[config.mk]
export PLATFORM = sky130hd
export DESIGN_NAME = frame_cropper
export DESIGN_NICKNAME = d
export VERILOG_FILES = /design/src/rtl/frame_cropper_pkg.sv /design/src/rtl/crop_axis_reg.sv /design/src/rtl/frame_cropper.sv
export SDC_FILE = /design/constraint.sdc
export NUM_CORES = 1
export LEC_CHECK = 0
export CORE_MARGIN = 8
export CORE_UTILIZATION = 25
export DETAILED_ROUTE_END_ITERATION = 16
export PLACE_DENSITY = 0.43
export SETUP_SLACK_MARGIN = 0.2
export SLEW_MARGIN = 20
export SYNTH_ARGS = -nofsm -noshare
export SYNTH_HDL_FRONTEND = slang
export SYNTH_SLANG_ARGS = --single-unit
[constraint.sdc]
create_clock -name clk_i -period 2.7 [get_ports clk_i]
set_input_delay 0.27 -clock clk_i [delete_from_list [all_inputs] [get_ports clk_i]]
set_output_delay 0.27 -clock clk_i [all_outputs]
set_load 0.1 [all_outputs]
[src/rtl/frame_cropper_pkg.sv]
// Shared types and helpers for the frame cropper.
// State encodings are plain localparams so legacy tools can consume them.
package frame_cropper_pkg;

    typedef logic [1:0] frame_crop_state_t;

    localparam frame_crop_state_t IDLE_S     = 2'd0;
    localparam frame_crop_state_t CROP_TOP_S = 2'd1;
    localparam frame_crop_state_t PASS_S     = 2'd2;
    localparam frame_crop_state_t CROP_BOT_S = 2'd3;

    function automatic int calc_tdata_width(input int px_width);
        return ((px_width + 7) / 8) * 8;
    endfunction

endpackage

[src/rtl/crop_axis_reg.sv]
// Single-stage AXI4-Stream output register. Beats with keep_i low are consumed
// without producing output; tuser/tlast come from the caller, not the input bus.
module crop_axis_reg #(
    parameter int DATA_W = 16,
    parameter int ID_W   = 1,
    parameter int DEST_W = 1
) (
    input  logic                clk_i,
    input  logic                rst_n_i,
    input  logic                inValid_i,
    output logic                inReady_o,
    input  logic                keep_i,
    input  logic                tuser_i,
    input  logic                tlast_i,
    input  logic [DATA_W-1:0]   inData_i,
    input  logic [DATA_W/8-1:0] inStrb_i,
    input  logic [DATA_W/8-1:0] inKeep_i,
    input  logic [ID_W-1:0]     inId_i,
    input  logic [DEST_W-1:0]   inDest_i,
    output logic                outValid_o,
    input  logic                outReady_i,
    output logic                outUser_o,
    output logic                outLast_o,
    output logic [DATA_W-1:0]   outData_o,
    output logic [DATA_W/8-1:0] outStrb_o,
    output logic [DATA_W/8-1:0] outKeep_o,
    output logic [ID_W-1:0]     outId_o,
    output logic [DEST_W-1:0]   outDest_o
);

    logic                valid_q;
    logic                user_q;
    logic                last_q;
    logic [DATA_W-1:0]   data_q;
    logic [DATA_W/8-1:0] strb_q;
    logic [DATA_W/8-1:0] keep_q;
    logic [ID_W-1:0]     id_q;
    logic [DEST_W-1:0]   dest_q;
    logic                load;

    always_comb begin
        inReady_o = !valid_q || outReady_i;
        load      = inValid_i && inReady_o && keep_i;
    end

    always_ff @(posedge clk_i or negedge rst_n_i) begin
        if (!rst_n_i) begin
            valid_q <= 1'b0;
            user_q  <= 1'b0;
            last_q  <= 1'b0;
            data_q  <= '0;
            strb_q  <= '0;
            keep_q  <= '0;
            id_q    <= '0;
            dest_q  <= '0;
        end else if (inReady_o) begin
            valid_q <= inValid_i && keep_i;
            if (load) begin
                user_q <= tuser_i;
                last_q <= tlast_i;
                data_q <= inData_i;
                strb_q <= inStrb_i;
                keep_q <= inKeep_i;
                id_q   <= inId_i;
                dest_q <= inDest_i;
            end
        end
    end

    assign outValid_o = valid_q;
    assign outUser_o  = user_q;
    assign outLast_o  = last_q;
    assign outData_o  = data_q;
    assign outStrb_o  = strb_q;
    assign outKeep_o  = keep_q;
    assign outId_o    = id_q;
    assign outDest_o  = dest_q;

endmodule

[src/rtl/frame_cropper.sv]
// Strips TOP/BOTTOM lines and LEFT/RIGHT pixels from a fixed-geometry video stream.
// Define FRAME_CROPPER_STATS_EN to add completed-frame and malformed-line counters.
module frame_cropper
    import frame_cropper_pkg::*;
#(
    parameter int TOP         = 1,
    parameter int BOTTOM      = 1,
    parameter int LEFT        = 1,
    parameter int RIGHT       = 1,
    parameter int FRAME_RES_X = 1922,
    parameter int FRAME_RES_Y = 1082,
    parameter int PX_WIDTH    = 10,
    parameter int TID_WIDTH   = 1,
    parameter int TDEST_WIDTH = 1,
    localparam int TDATA_WIDTH = calc_tdata_width(PX_WIDTH)
) (
    input  logic                     clk_i,
    input  logic                     rst_n_i,
    input  logic                     inTvalid_i,
    output logic                     inTready_o,
    input  logic                     inTuser_i,
    input  logic                     inTlast_i,
    input  logic [TDATA_WIDTH-1:0]   inTdata_i,
    input  logic [TDATA_WIDTH/8-1:0] inTstrb_i,
    input  logic [TDATA_WIDTH/8-1:0] inTkeep_i,
    input  logic [TID_WIDTH-1:0]     inTid_i,
    input  logic [TDEST_WIDTH-1:0]   inTdest_i,
    output logic                     outTvalid_o,
    input  logic                     outTready_i,
    output logic                     outTuser_o,
    output logic                     outTlast_o,
    output logic [TDATA_WIDTH-1:0]   outTdata_o,
    output logic [TDATA_WIDTH/8-1:0] outTstrb_o,
    output logic [TDATA_WIDTH/8-1:0] outTkeep_o,
    output logic [TID_WIDTH-1:0]     outTid_o,
    output logic [TDEST_WIDTH-1:0]   outTdest_o
`ifdef FRAME_CROPPER_STATS_EN
    ,
    output logic [31:0]              frames_o,
    output logic [31:0]              malformed_o
`endif
);

    localparam int XW = $clog2(FRAME_RES_X + 1);
    localparam int YW = $clog2(FRAME_RES_Y + 1);

    localparam logic [XW-1:0] LEFT_X      = XW'(LEFT);
    localparam logic [XW-1:0] KEEP_END_X  = XW'(FRAME_RES_X - RIGHT);
    localparam logic [XW-1:0] LAST_KEEP_X = XW'(FRAME_RES_X - RIGHT - 1);
    localparam logic [XW-1:0] MAX_X       = XW'(FRAME_RES_X);
    localparam logic [YW-1:0] TOP_LAST_Y   = YW'(TOP > 0 ? TOP - 1 : 0);
    localparam logic [YW-1:0] PASS_LAST_Y  = YW'(FRAME_RES_Y - BOTTOM - 1);
    localparam logic [YW-1:0] FRAME_LAST_Y = YW'(FRAME_RES_Y - 1);

    localparam frame_crop_state_t SOF_STATE = (TOP > 0) ? CROP_TOP_S : PASS_S;
    localparam frame_crop_state_t PASS_EXIT = (BOTTOM > 0) ? CROP_BOT_S : IDLE_S;

    frame_crop_state_t state_q, state_d, curState;
    logic [XW-1:0]     xCnt_q, xCnt_d, curX;
    logic [YW-1:0]     yCnt_q, yCnt_d, curY;
    logic              firstPend_q, firstPend_d;
    logic              accept, keep, beatUser, beatLast;

    // A tuser beat restarts the frame wherever we are, so it is decoded as pixel 0 of line 0.
    always_comb begin
        accept   = inTvalid_i && inTready_o;
        curState = inTuser_i ? SOF_STATE : state_q;
        curX     = inTuser_i ? '0 : xCnt_q;
        curY     = inTuser_i ? '0 : yCnt_q;
        keep     = (curState == PASS_S) && (curX >= LEFT_X) && (curX < KEEP_END_X);
        beatUser = keep && (inTuser_i || firstPend_q);
        beatLast = inTlast_i || (curX == LAST_KEEP_X);
    end

    always_comb begin
        state_d     = state_q;
        xCnt_d      = xCnt_q;
        yCnt_d      = yCnt_q;
        firstPend_d = firstPend_q;
        if (accept && (curState != IDLE_S)) begin
            state_d     = curState;
            firstPend_d = (inTuser_i || firstPend_q) && !keep;
            xCnt_d      = inTlast_i ? '0 : ((curX == MAX_X) ? curX : curX + 1'b1);
            yCnt_d      = inTlast_i ? curY + 1'b1 : curY;
            if (inTlast_i) begin
                case (curState)
                    CROP_TOP_S: if (curY == TOP_LAST_Y)   state_d = PASS_S;
                    PASS_S:     if (curY == PASS_LAST_Y)  state_d = PASS_EXIT;
                    CROP_BOT_S: if (curY == FRAME_LAST_Y) state_d = IDLE_S;
                    default:    state_d = curState;
                endcase
            end
            if (state_d == IDLE_S) begin
                xCnt_d = '0;
                yCnt_d = '0;
            end
        end
    end

    always_ff @(posedge clk_i or negedge rst_n_i) begin
        if (!rst_n_i) begin
            state_q     <= IDLE_S;
            xCnt_q      <= '0;
            yCnt_q      <= '0;
            firstPend_q <= 1'b0;
        end else begin
            state_q     <= state_d;
            xCnt_q      <= xCnt_d;
            yCnt_q      <= yCnt_d;
            firstPend_q <= firstPend_d;
        end
    end

    crop_axis_reg #(
        .DATA_W (TDATA_WIDTH),
        .ID_W   (TID_WIDTH),
        .DEST_W (TDEST_WIDTH)
    ) u_outReg (
        .clk_i      (clk_i),
        .rst_n_i    (rst_n_i),
        .inValid_i  (inTvalid_i),
        .inReady_o  (inTready_o),
        .keep_i     (keep),
        .tuser_i    (beatUser),
        .tlast_i    (beatLast),
        .inData_i   (inTdata_i),
        .inStrb_i   (inTstrb_i),
        .inKeep_i   (inTkeep_i),
        .inId_i     (inTid_i),
        .inDest_i   (inTdest_i),
        .outValid_o (outTvalid_o),
        .outReady_i (outTready_i),
        .outUser_o  (outTuser_o),
        .outLast_o  (outTlast_o),
        .outData_o  (outTdata_o),
        .outStrb_o  (outTstrb_o),
        .outKeep_o  (outTkeep_o),
        .outId_o    (outTid_o),
        .outDest_o  (outTdest_o)
    );

`ifdef FRAME_CROPPER_STATS_EN
    localparam logic [XW-1:0] LAST_X = XW'(FRAME_RES_X - 1);

    logic [31:0] frames_q, malformed_q;
    logic        frameDone, badLine, resync;

    // A resync is only malformed when it interrupts a frame already in progress.
    always_comb begin
        frameDone = accept && ((curState == PASS_S) || (curState == CROP_BOT_S)) && (state_d == IDLE_S);
        badLine   = accept && (curState != IDLE_S) && inTlast_i && (curX != LAST_X);
        resync    = accept && inTuser_i && (state_q != IDLE_S);
    end

    always_ff @(posedge clk_i or negedge rst_n_i) begin
        if (!rst_n_i) begin
            frames_q    <= '0;
            malformed_q <= '0;
        end else begin
            frames_q    <= frames_q + {31'd0, frameDone};
            malformed_q <= malformed_q + {31'd0, badLine} + {31'd0, resync};
        end
    end

    assign frames_o    = frames_q;
    assign malformed_o = malformed_q;
`endif

endmodule

==> summary by stage <==
Status
The flow ran to the end, and the final reports show no timing, DRC or antenna violations.

CTS
The number of buffers between clock root and the deepest sink is 2. The register clock-pin slew on the reported worst setup and hold paths is 0.09 ns. CTS placed an instance of sky130_fd_sc_hd__clkbuf_8 at the clock tree root.

CTS built an H-tree with a depth of 2. The CTS sink count is 50. TritonCTS built the clock tree. The number of CTS-inserted buffers is 5. The source-to-sink clock delay at the later pin of the worst-skew pair is roughly 0.30 ns. The number of gates resized after CTS was 0.

Synthesis
The sequential fraction of the synthesis area is 0.460. Yosys mapped a number of flops with a built-in enable equal to 0. The number of storage elements in the synthesis netlist is 50. The cell area that synthesis handed to floorplanning was 2720 sq um.

The synthesized netlist cell count is 280. In this run the mean area of a mapped cell was 9.72 sq um. During synthesis, Yosys emitted a total of 0 warnings. Counting every net in the synthesized netlist gives 313. The number of library cell types mapped by synthesis is 48. Of all flip-flops after synthesis, the portion carrying an async set or reset was 1.00. The most instantiated flip-flop cell in the synthesis netlist is sky130_fd_sc_hd__dfrtp_1.

Critical path
STA classifies the critical path endpoint as a flop. The path depth of the worst reg2reg path is 9. The startpoint identified for the worst register-to-register timing path is xCnt_q[0]$_DFFE_PN0P_. The worst setup path is of the input port to flop kind. STA classifies the critical path startpoint as an input port. Along the worst path, the maximum fanout reaches 26. The reg-to-reg critical path endpoint is u_outReg.outData_o[13]$_DFFE_PN0P_.

Data on the critical path is required at its endpoint by around 2.9 ns. The setup check on the worst reg-to-reg path leaves a slack of 0.63 ns. The data arrival time of the critical path is 2.31 ns.

STA
The worst clock skew on the final layout is roughly 0.0042 ns. The timing-limited maximum frequency is between 400 and 500 MHz. The worst-case headroom to the max-slew limit is 0.617. Setup repair after global routing left no endpoint under its margin.

The max-slew violation total from the final report is 0. The hold violation count in the final report came to 0. The final-report setup violation count is 0. The accumulated negative setup slack is 0 ns. The smallest clock period supported by the final layout is computed as ~2.1 ns. Final hold analysis gives a worst-case slack of 0.485 ns. The final critical-path share of the clock period is 0.785. The slew of the pin with the lowest slew margin is 0.574 ns.

Finish
The top cell types in the final layout, fill and taps aside, are sky130_fd_sc_hd__dfrtp_1, sky130_fd_sc_hd__buf_4, sky130_fd_sc_hd__clkdlybuf4s50_1. The area growth from synthesis to layout is 29.4%. The proportion of layout cells with a drive suffix above 1 is 0.228. The number of inserted filler cells in the final layout is 1155. The net count reported at finish is 370. The number of antenna diodes is 0. Leaving out fill and tap cells, the most frequent cell in the layout is sky130_fd_sc_hd__dfrtp_1.

Die
The floorplan die height is 120 um. between 50 and 60 I/O pins were placed. The core region is between 10000 and 15000 sq um. The die is roughly 120 um wide. The floorplan step defined a die boundary enclosing 14500 sq um. The floorplan row count is 38. The initial utilization of the core area, before any placement, comes to 0.253.

Drt
The first detailed-routing pass ran for 4 iterations. After detailed routing, the average wire length per cell comes to 14.5 um. The sum of routed wire length over all layers is 6.94 mm.

In this run, the number of DRC markers left after iteration 0 of detailed routing was 153. Across all layers, the routed design uses between 2000 and 2500 vias. The remaining design rule violation count is 0. The post-detailed-route count of antenna-violating nets is 0. The mean number of vias per cell is 4.72.

Placement
The half-perimeter wire length after placement is 5.12 mm. At the end of routability-driven placement, the weighted congestion stood at 0.735. The count of buffers added on input and output ports is 53.

Global routing
The overall routing resource usage is 0.0980. The pin count of the biggest net entering global routing is 27. The global-route wire length before repair is 11.6 mm. The total overflow left after global routing is 0. The initial antenna violation count was 0. The via count of the first global-routing pass is about 2300.

Power
The share of total power dissipated in combinational logic is 0.573. The maximum resistive drop on vdd is 0.000851 V. The share of power burned in the clock network is 0.121. The switching share of total power is 0.546. In this run the power spent charging and discharging nets is 2.07 mW.

The internal portion of the total power is between 1.5 and 2 mW. For this design the static power due to leakage is 1.54 nW. The portion of total power attributed to sequential cells is 0.306.

Dividing total power by cell area gives a power density of 1070 nW/um^2.

Flow run
Across the run, the number of max-cap violations was 0.

Worst hold path
The class of the most critical hold timing path is input port to async pin.
==> synth_stat cells, drive strengths merged (4+ instances only) <==
cell	instances	area (sq um)
nor4	5	31.3
a21oi	8	40.0
nand2	25	93.8
o21ai	20	100
nor3	9	45.0
or2	4	25.0
dfrtp	50	1250
mux2	22	248
nor2	22	82.6
a31oi	4	25.0
nand2b	5	41.3
clkbuf	13	50.0
nor2b	13	81.3
mux2i	9	90.1
and3	5	31.3
inv	9	33.8
ha	5	62.6
nand3	13	65.1
==> stage by stage <==
stage,utilization,instances,area [sq um],total power [mW],worst slack (ns)
after global placement,0.318,469,3420,3.35,0.252
final,0.328,478,3520,3.78,0.582
after floorplan,-,280,2730,2.83,0.209
after global routing,0.328,478,3520,3.97,0.447
after detailed placement,0.318,469,3420,3.36,0.245
after CTS,0.328,478,3520,3.84,0.578
==> final cells by class <==
cell class	count	area, sq um	area share
multi-input cells	205	1380	0.393
repair buffers	66	586	0.166
clock buffers	7	86.3	0.0245
flip-flops and latches	50	1250	0.356
well taps	140	175	0.0497
clock inverters	1	5.00	0.00142
inverters	9	33.8	0.00959
==> power by group through the flow <==
stage	clock network (mW)	logic, mW	registers (mW)
floorplan	0	0.484	2.35
global placement	0	2.18	1.17
CTS	0.492	2.19	1.16
detailed placement	0	2.19	1.17
global route	0.507	2.27	1.19
finish	0.458	2.17	1.16
==> layer usage <==
layer,part of all wire,wire (um),GRT usage
met4,0.0094,65,0.0250
met1,0.45,3140,0.119
met3,0.049,343,0.0242
met2,0.49,3400,0.170
met5,0,0,0
==> flip-flops by register name, summed over array words and instances (netlist names) <==
register / cells
firstPend_q: 1
state_q: 2
u_outReg.outData_o: 16
u_outReg.outDest_o: 1
u_outReg.outId_o: 1
u_outReg.outKeep_o: 2
u_outReg.outLast_o: 1
u_outReg.outStrb_o: 2
u_outReg.outUser_o: 1
u_outReg.outValid_o: 1
xCnt_q: 11
yCnt_q: 11
==> timing repair <==
action,4_1_cts,5_1_grt
hold buffers,1,0
buffers inserted,0,0
setup endpoints to repair,0,0
hold endpoints to repair,23,0
==> how the worst max path moves through the flow <==
stage,from,end,slack (ns),depth (start not counted)
finish,inTuser_i,u_outReg.outData_o[13]$_DFFE_PN0P_,0.58,10
global route,inTuser_i,state_q[0]$_DFFE_PN0P_,0.45,9
detailed placement,inTuser_i,u_outReg.outData_o[13]$_DFFE_PN0P_,0.24,10
CTS,inTuser_i,u_outReg.outData_o[13]$_DFFE_PN0P_,0.58,10
floorplan,u_outReg.outValid_o$_DFFE_PN0N_,u_outReg.outData_o[12]$_DFFE_PN0P_,0.21,7
global placement,inTuser_i,u_outReg.outId_o$_DFFE_PN0P_,0.25,10
==> cell families (layout without fill, tap and decap cells) <==
| group | after synthesis | after routing | synth area share |
|---|---|---|---|
| adder cells (fa/ha/maj) | 5 | 5 | 0.0230 |
| multiplexers | 31 | 31 | 0.124 |
| AND/OR/NAND/NOR | 118 | 118 | 0.227 |
| buffers and inverters | 25 | 83 | 0.0404 |
| XOR/XNOR | 1 | 1 | 0.00322 |
| flip-flops | 50 | 50 | 0.460 |
| AO/OA/AOI/OAI | 50 | 50 | 0.122 |
==> worst max-delay path, stage by stage <==
cell                              delay, ns
sky130_fd_sc_hd__clkdlybuf4s50_1       0.46
sky130_fd_sc_hd__nand2b_1              0.21
sky130_fd_sc_hd__inv_1                 0.11
sky130_fd_sc_hd__ha_1                  0.15
sky130_fd_sc_hd__inv_1                 0.03
sky130_fd_sc_hd__o21ai_0               0.15
sky130_fd_sc_hd__nor2_1                0.09
sky130_fd_sc_hd__a211oi_4              0.24
sky130_fd_sc_hd__buf_12                0.22
sky130_fd_sc_hd__mux2_2                0.35
Power figures use the tool's default switching activity.
==> variant 1, RTL diff (same settings) <==
Change the parameter `FRAME_RES_X` from 1922 to 480.
--- a/src/rtl/frame_cropper.sv
+++ b/src/rtl/frame_cropper.sv
@@ -7,7 +7,7 @@
     parameter int BOTTOM      = 1,
     parameter int LEFT        = 1,
     parameter int RIGHT       = 1,
-    parameter int FRAME_RES_X = 1922,
+    parameter int FRAME_RES_X = 480,
     parameter int FRAME_RES_Y = 1082,
     parameter int PX_WIDTH    = 10,
     parameter int TID_WIDTH   = 1,
Behaviour: no difference found for any inputs over 10 cycles, from zero or initial values and one cycle with rst_n_i low; that may be too few to reach the edited logic, so the function may still have changed.
==> variant 1 against the original RTL <==
  * Critical path depth shrank 3
  * Die area shrank 4.3%
  * Largest power group unchanged
  * Routed wire length shrank 2.7%
  * Clock power grew 37%
  * Synthesized cell count shrank 7.9%
  * Global-route usage is essentially flat
  * Sequential cell count shrank 2
  * Power grew 2.5%
  * Worst setup slack lost 120 ps
  * Sequential power shrank 6%
  * Final area shrank 4.7%
  * Synthesized area shrank 5.0%
==> variant 1: results (changes against the original RTL) <==
The arrival time of the worst setup path was 2430 ps (was 2310 ps). The number of distinct library cells after synthesis came out at 51 (was 48). The fraction of final layout cells with drive strength greater than 1 came out at 20.1% (was 22.8%). The register-to-register setup slack is 460 ps (was 630 ps). The type of the worst setup path is flop to flop (was input pin to flop).

The worst reg2reg path depth came to 7 (was 9). The HPWL reported at the end of detailed placement came out at 5050 µm (was 5120 µm). The cell type of the slowest stage on the worst timing path is sky130_fd_sc_hd__nor2_8 (was sky130_fd_sc_hd__clkdlybuf4s50_1). The largest clock skew in the final design is 9.61 ps (was 4.18 ps). Biggest area contributors in the synthesized netlist: sky130_fd_sc_hd__dfrtp_1 46%, sky130_fd_sc_hd__mux2_1 6.1%, sky130_fd_sc_hd__mux2_2 3.5%, sky130_fd_sc_hd__nand2_1 3.2%, sky130_fd_sc_hd__a21oi_1 3.1% (was sky130_fd_sc_hd__dfrtp_1 46%, sky130_fd_sc_hd__mux2_2 9.1%, sky130_fd_sc_hd__o21ai_0 3.7%, sky130_fd_sc_hd__nand2_1 3.4%, sky130_fd_sc_hd__mux2i_1 3.3%). Status: complete, no violations (unchanged). The largest vdd supply drop came out at 0.000720 V (was 0.000851 V).

Post-synth top cells: 48 x sky130_fd_sc_hd__dfrtp_1, 22 x sky130_fd_sc_hd__nand2_1, 16 x sky130_fd_sc_hd__a21oi_1, 16 x sky130_fd_sc_hd__nor2_1, 14 x sky130_fd_sc_hd__mux2_1 (was 50 x sky130_fd_sc_hd__dfrtp_1, 25 x sky130_fd_sc_hd__nand2_1, 22 x sky130_fd_sc_hd__mux2_2, 22 x sky130_fd_sc_hd__nor2_1, 20 x sky130_fd_sc_hd__o21ai_0). The cell leakage power is 1.43 nW (was 1.54 nW). The weighted congestion reported at the end of routability-driven placement came out at 0.753 (was 0.735). The part of the Yosys area used for sequential elements is 46.4% (was 46.0%). The power density relative to cell area is 1160 mW/mm² (was 1070 mW/mm²).

The number of nets in the synthesized netlist is 291 (was 313). The switching share of total power is 53.4% (was 54.6%). The violation count after the first detailed-routing iteration is 117 (was 153).

The mean instance size in the synthesized netlist is 10.0 µm² (was 9.72 µm²). The met1 usage in global routing came out at 12.3% (was 11.9%). The destination of the worst register-to-register timing path was u_outReg.outKeep_o[0]$_DFFE_PN0P_ (was u_outReg.outData_o[13]$_DFFE_PN0P_). The placed cell count came to 440 (was 469).

The largest net degree at the start of global routing came out at 29 (was 27). The kind of cell adding the most delay to the critical path is simple AND/OR/NAND/NOR gates (was buffers and inverters). The worst path setup slack after routing is 461 ps (was 582 ps).
==> variant 1: changes by cell type after synthesis, sizes merged, moves of 3 or more <==
cell and delta:
a21oi +8, and4 +3, buf +8, clkbuf -8, mux2i -6, nand2 -3, nand2b -3, nand3b -3
nor2 -5, nor2b -7, nor3 +5, or2 -4
==> variant 1: layout make-up <==
cell class | count | area, µm²
clock inverters | 2 | 60.1
well taps | 136 | 170
flip-flops and latches | 48 | 1200
fillers | 1067 | 6830
inverters | 8 | 30.0
repair buffers | 63 | 551
multi-input cells | 186 | 1270
clock buffers | 6 | 72.6
==> variant 1: cell families after synthesis <==
| logic type | synth area share [%] |
|---|---|
| adders and majority gates | 2.42 |
| muxes | 10.7 |
| AOI/OAI and AO/OA | 14.4 |
| buffers and inverters | 4.55 |
| DFF | 46.4 |
| and+or+nand+nor | 21.5 |
==> variant 1: per-layer routing <==
layer / part of all wire, % / up-vias
li1: - / 1046
met1: 46 / 1060
met2: 51 / 28
met3: 1.7 / 7
met4: 1.3 / 0
met5: 0 / -
==> variant 2, RTL diff (same flow settings) <==
Made on the original files. Register the output `inTready_o`, without a reset; this adds one clock of latency there. The other outputs are not delayed to match.
--- a/src/rtl/frame_cropper.sv
+++ b/src/rtl/frame_cropper.sv
@@ -55,6 +55,8 @@
     localparam frame_crop_state_t SOF_STATE = (TOP > 0) ? CROP_TOP_S : PASS_S;
     localparam frame_crop_state_t PASS_EXIT = (BOTTOM > 0) ? CROP_BOT_S : IDLE_S;
 
+    logic inTready_d;
+
     frame_crop_state_t state_q, state_d, curState;
     logic [XW-1:0]     xCnt_q, xCnt_d, curX;
     logic [YW-1:0]     yCnt_q, yCnt_d, curY;
@@ -63,7 +65,7 @@
 
     // A tuser beat restarts the frame wherever we are, so it is decoded as pixel 0 of line 0.
     always_comb begin
-        accept   = inTvalid_i && inTready_o;
+        accept   = inTvalid_i && inTready_d;
         curState = inTuser_i ? SOF_STATE : state_q;
         curX     = inTuser_i ? '0 : xCnt_q;
         curY     = inTuser_i ? '0 : yCnt_q;
@@ -119,7 +121,7 @@
         .clk_i      (clk_i),
         .rst_n_i    (rst_n_i),
         .inValid_i  (inTvalid_i),
-        .inReady_o  (inTready_o),
+        .inReady_o  (inTready_d),
         .keep_i     (keep),
         .tuser_i    (beatUser),
         .tlast_i    (beatLast),
@@ -166,5 +168,9 @@
     assign malformed_o = malformed_q;
 `endif
 
+    always_ff @(posedge clk_i) begin
+        inTready_o <= inTready_d;
+    end
+
 endmodule
 
Formal check against the unedited RTL: not equivalent (Yosys sat finds a counterexample within 4 cycles, from zero or initial values and one cycle with rst_n_i low).
==> variant 2 against the original RTL <==
  * Synthesized area increased by 0.74%
  * Highest routed layer unchanged
  * Final area increased by 1.1%
  * Sequential cell count increased by 1
  * Non-clock buffer count decreased by 2
  * Worst setup slack improved by 58 ps
  * Routed wire length decreased by 2.6%
  * First-iteration DRC count decreased by 43%
  * Count of clock-buffer cells in the layout decreased by 1
  * Power increased by 4.7%
==> variant 2: results (changes against the original RTL) <==
Status: complete, no violations (unchanged). The cell type of the slowest stage on the worst timing path is sky130_fd_sc_hd__dfrtp_1 (was sky130_fd_sc_hd__clkdlybuf4s50_1). The flip-flop cell with the highest count after synthesis is sky130_fd_sc_hd__dfrtp_1 (unchanged). The global-route wire length before repair came out at 11400 µm (was 11600 µm). The worst reg2reg path depth is 9 (unchanged). The weighted congestion reported at the end of routability-driven placement is 0.702 (was 0.735). Post-synth top cells: 50 x sky130_fd_sc_hd__dfrtp_1, 25 x sky130_fd_sc_hd__nand2_1, 22 x sky130_fd_sc_hd__mux2_2, 22 x sky130_fd_sc_hd__nor2_1, 20 x sky130_fd_sc_hd__o21ai_0 (unchanged). The type of the worst setup path was flop to flop (was input pin to flop).

The worst path setup slack after routing came out at 639 ps (was 582 ps). The destination of the worst register-to-register timing path is u_outReg.outData_o[14]$_DFFE_PN0P_ (was u_outReg.outData_o[13]$_DFFE_PN0P_). The total wire length after detailed routing came out at 6760 µm (was 6940 µm). The number of vias per cell is 4.66 (was 4.72). The kind of cell adding the most delay to the critical path was flip-flops (was buffers and inverters). The number of distinct library cells after synthesis came out at 49 (was 48). Biggest area contributors in the synthesized netlist: sky130_fd_sc_hd__dfrtp_1 46%, sky130_fd_sc_hd__mux2_2 9.0%, sky130_fd_sc_hd__o21ai_0 3.6%, sky130_fd_sc_hd__nand2_1 3.4%, sky130_fd_sc_hd__mux2i_1 3.3% (was sky130_fd_sc_hd__dfrtp_1 46%, sky130_fd_sc_hd__mux2_2 9.1%, sky130_fd_sc_hd__o21ai_0 3.7%, sky130_fd_sc_hd__nand2_1 3.4%, sky130_fd_sc_hd__mux2i_1 3.3%).

The violation count after the first detailed-routing iteration is 87 (was 153). The count of nets after finishing came out at 369 (was 370). The average wire per standard cell is 14.2 µm (was 14.5 µm). The number of nets in the synthesized netlist is 314 (was 313). The arrival time of the worst setup path is 2260 ps (was 2310 ps).

The synthesized instance count is 281 (was 280). The number of fill cells is 1127 (was 1155). The HPWL reported at the end of detailed placement came out at 4970 µm (was 5120 µm). The via count of the first global-routing pass was 2247 (was 2288). The cell internal power dissipation came out at 1.89 mW (was 1.72 mW). The pin slew with the least headroom to its limit was 477 ps (was 574 ps). The fraction of final layout cells with drive strength greater than 1 is 22.0% (was 22.8%). The largest clock skew in the final design is 8.10 ps (was 4.18 ps).

The cell leakage power came out at 1.55 nW (was 1.54 nW). The placement-stage cell area is 0.00342 mm² (about the same). The all-layer global routing usage came to 9.58% (was 9.80%). The type of the tightest min-delay check is input pin to async pin (unchanged). The placed cell count is 468 (was 469). The largest vdd supply drop came out at 0.000603 V (was 0.000851 V). The part of the Yosys area used for sequential elements came out at 46.4% (was 46.0%).

The setup slack after placement came out at 305 ps (was 245 ps). The fraction of synthesis flops using an asynchronous set or reset pin is 98.0% (was 100%). The largest net degree at the start of global routing is 27 (unchanged).
[variant 2: final cells by class]
| cell class | count | area [µm²] | area share (%) |
|---|---|---|---|
| Inverter | 9 | 33.8 | 0.948 |
| Sequential cell | 51 | 1270 | 35.7 |
| Tap cell | 140 | 175 | 4.92 |
| Timing Repair Buffer | 64 | 571 | 16.0 |
| Multi-Input combinational cell | 205 | 1380 | 38.7 |
| Clock inverter | 2 | 60.1 | 1.69 |
| Clock buffer | 6 | 72.6 | 2.04 |
[variant 2: worst min-delay path by stage]
stage                                                     to  slack (ps)
final                     u_outReg.outData_o[12]$_DFFE_PN0P_         360
after global routing      u_outReg.outData_o[12]$_DFFE_PN0P_         380
after CTS                 u_outReg.outData_o[12]$_DFFE_PN0P_         370
after detailed placement  u_outReg.outData_o[12]$_DFFE_PN0P_         170
after global placement    u_outReg.outData_o[12]$_DFFE_PN0P_         170
after floorplan                      firstPend_q$_DFFE_PN0P_         -30
[variant 2: power groups by stage]
stage	logic, mW	clock network, mW	registers [mW]
2_1_floorplan	0.474	0	2.37
3_3_place_gp	2.17	0	1.18
3_5_place_dp	2.18	0	1.18
4_1_cts	2.18	0.666	1.17
5_1_grt	2.26	0.691	1.20
6_report	2.16	0.640	1.16
[variant 2: logic make-up after synthesis]
group	synth area share (%)
AND/OR/NAND/NOR	22.6
flip-flops	46.4
AO/OA/AOI/OAI	12.1
multiplexers	12.3
buffers and inverters	4.01
adder cells (fa/ha/maj)	2.28
XOR/XNOR	0.319
[variant 2: timing repair]
item,in CTS,in global routing
resized for setup,0,0
hold buffers,1,0
endpoints found under the hold margin,10,0
[variant 2: routing by layer]
layer  track usage [%]  wire length (µm)  vias up
li1                  -                 -     1106
met1              11.8              3050     1081
met2              16.8              3410       33
met3              1.54               224        4
met4              2.81                72        0
met5                 0                 0        -
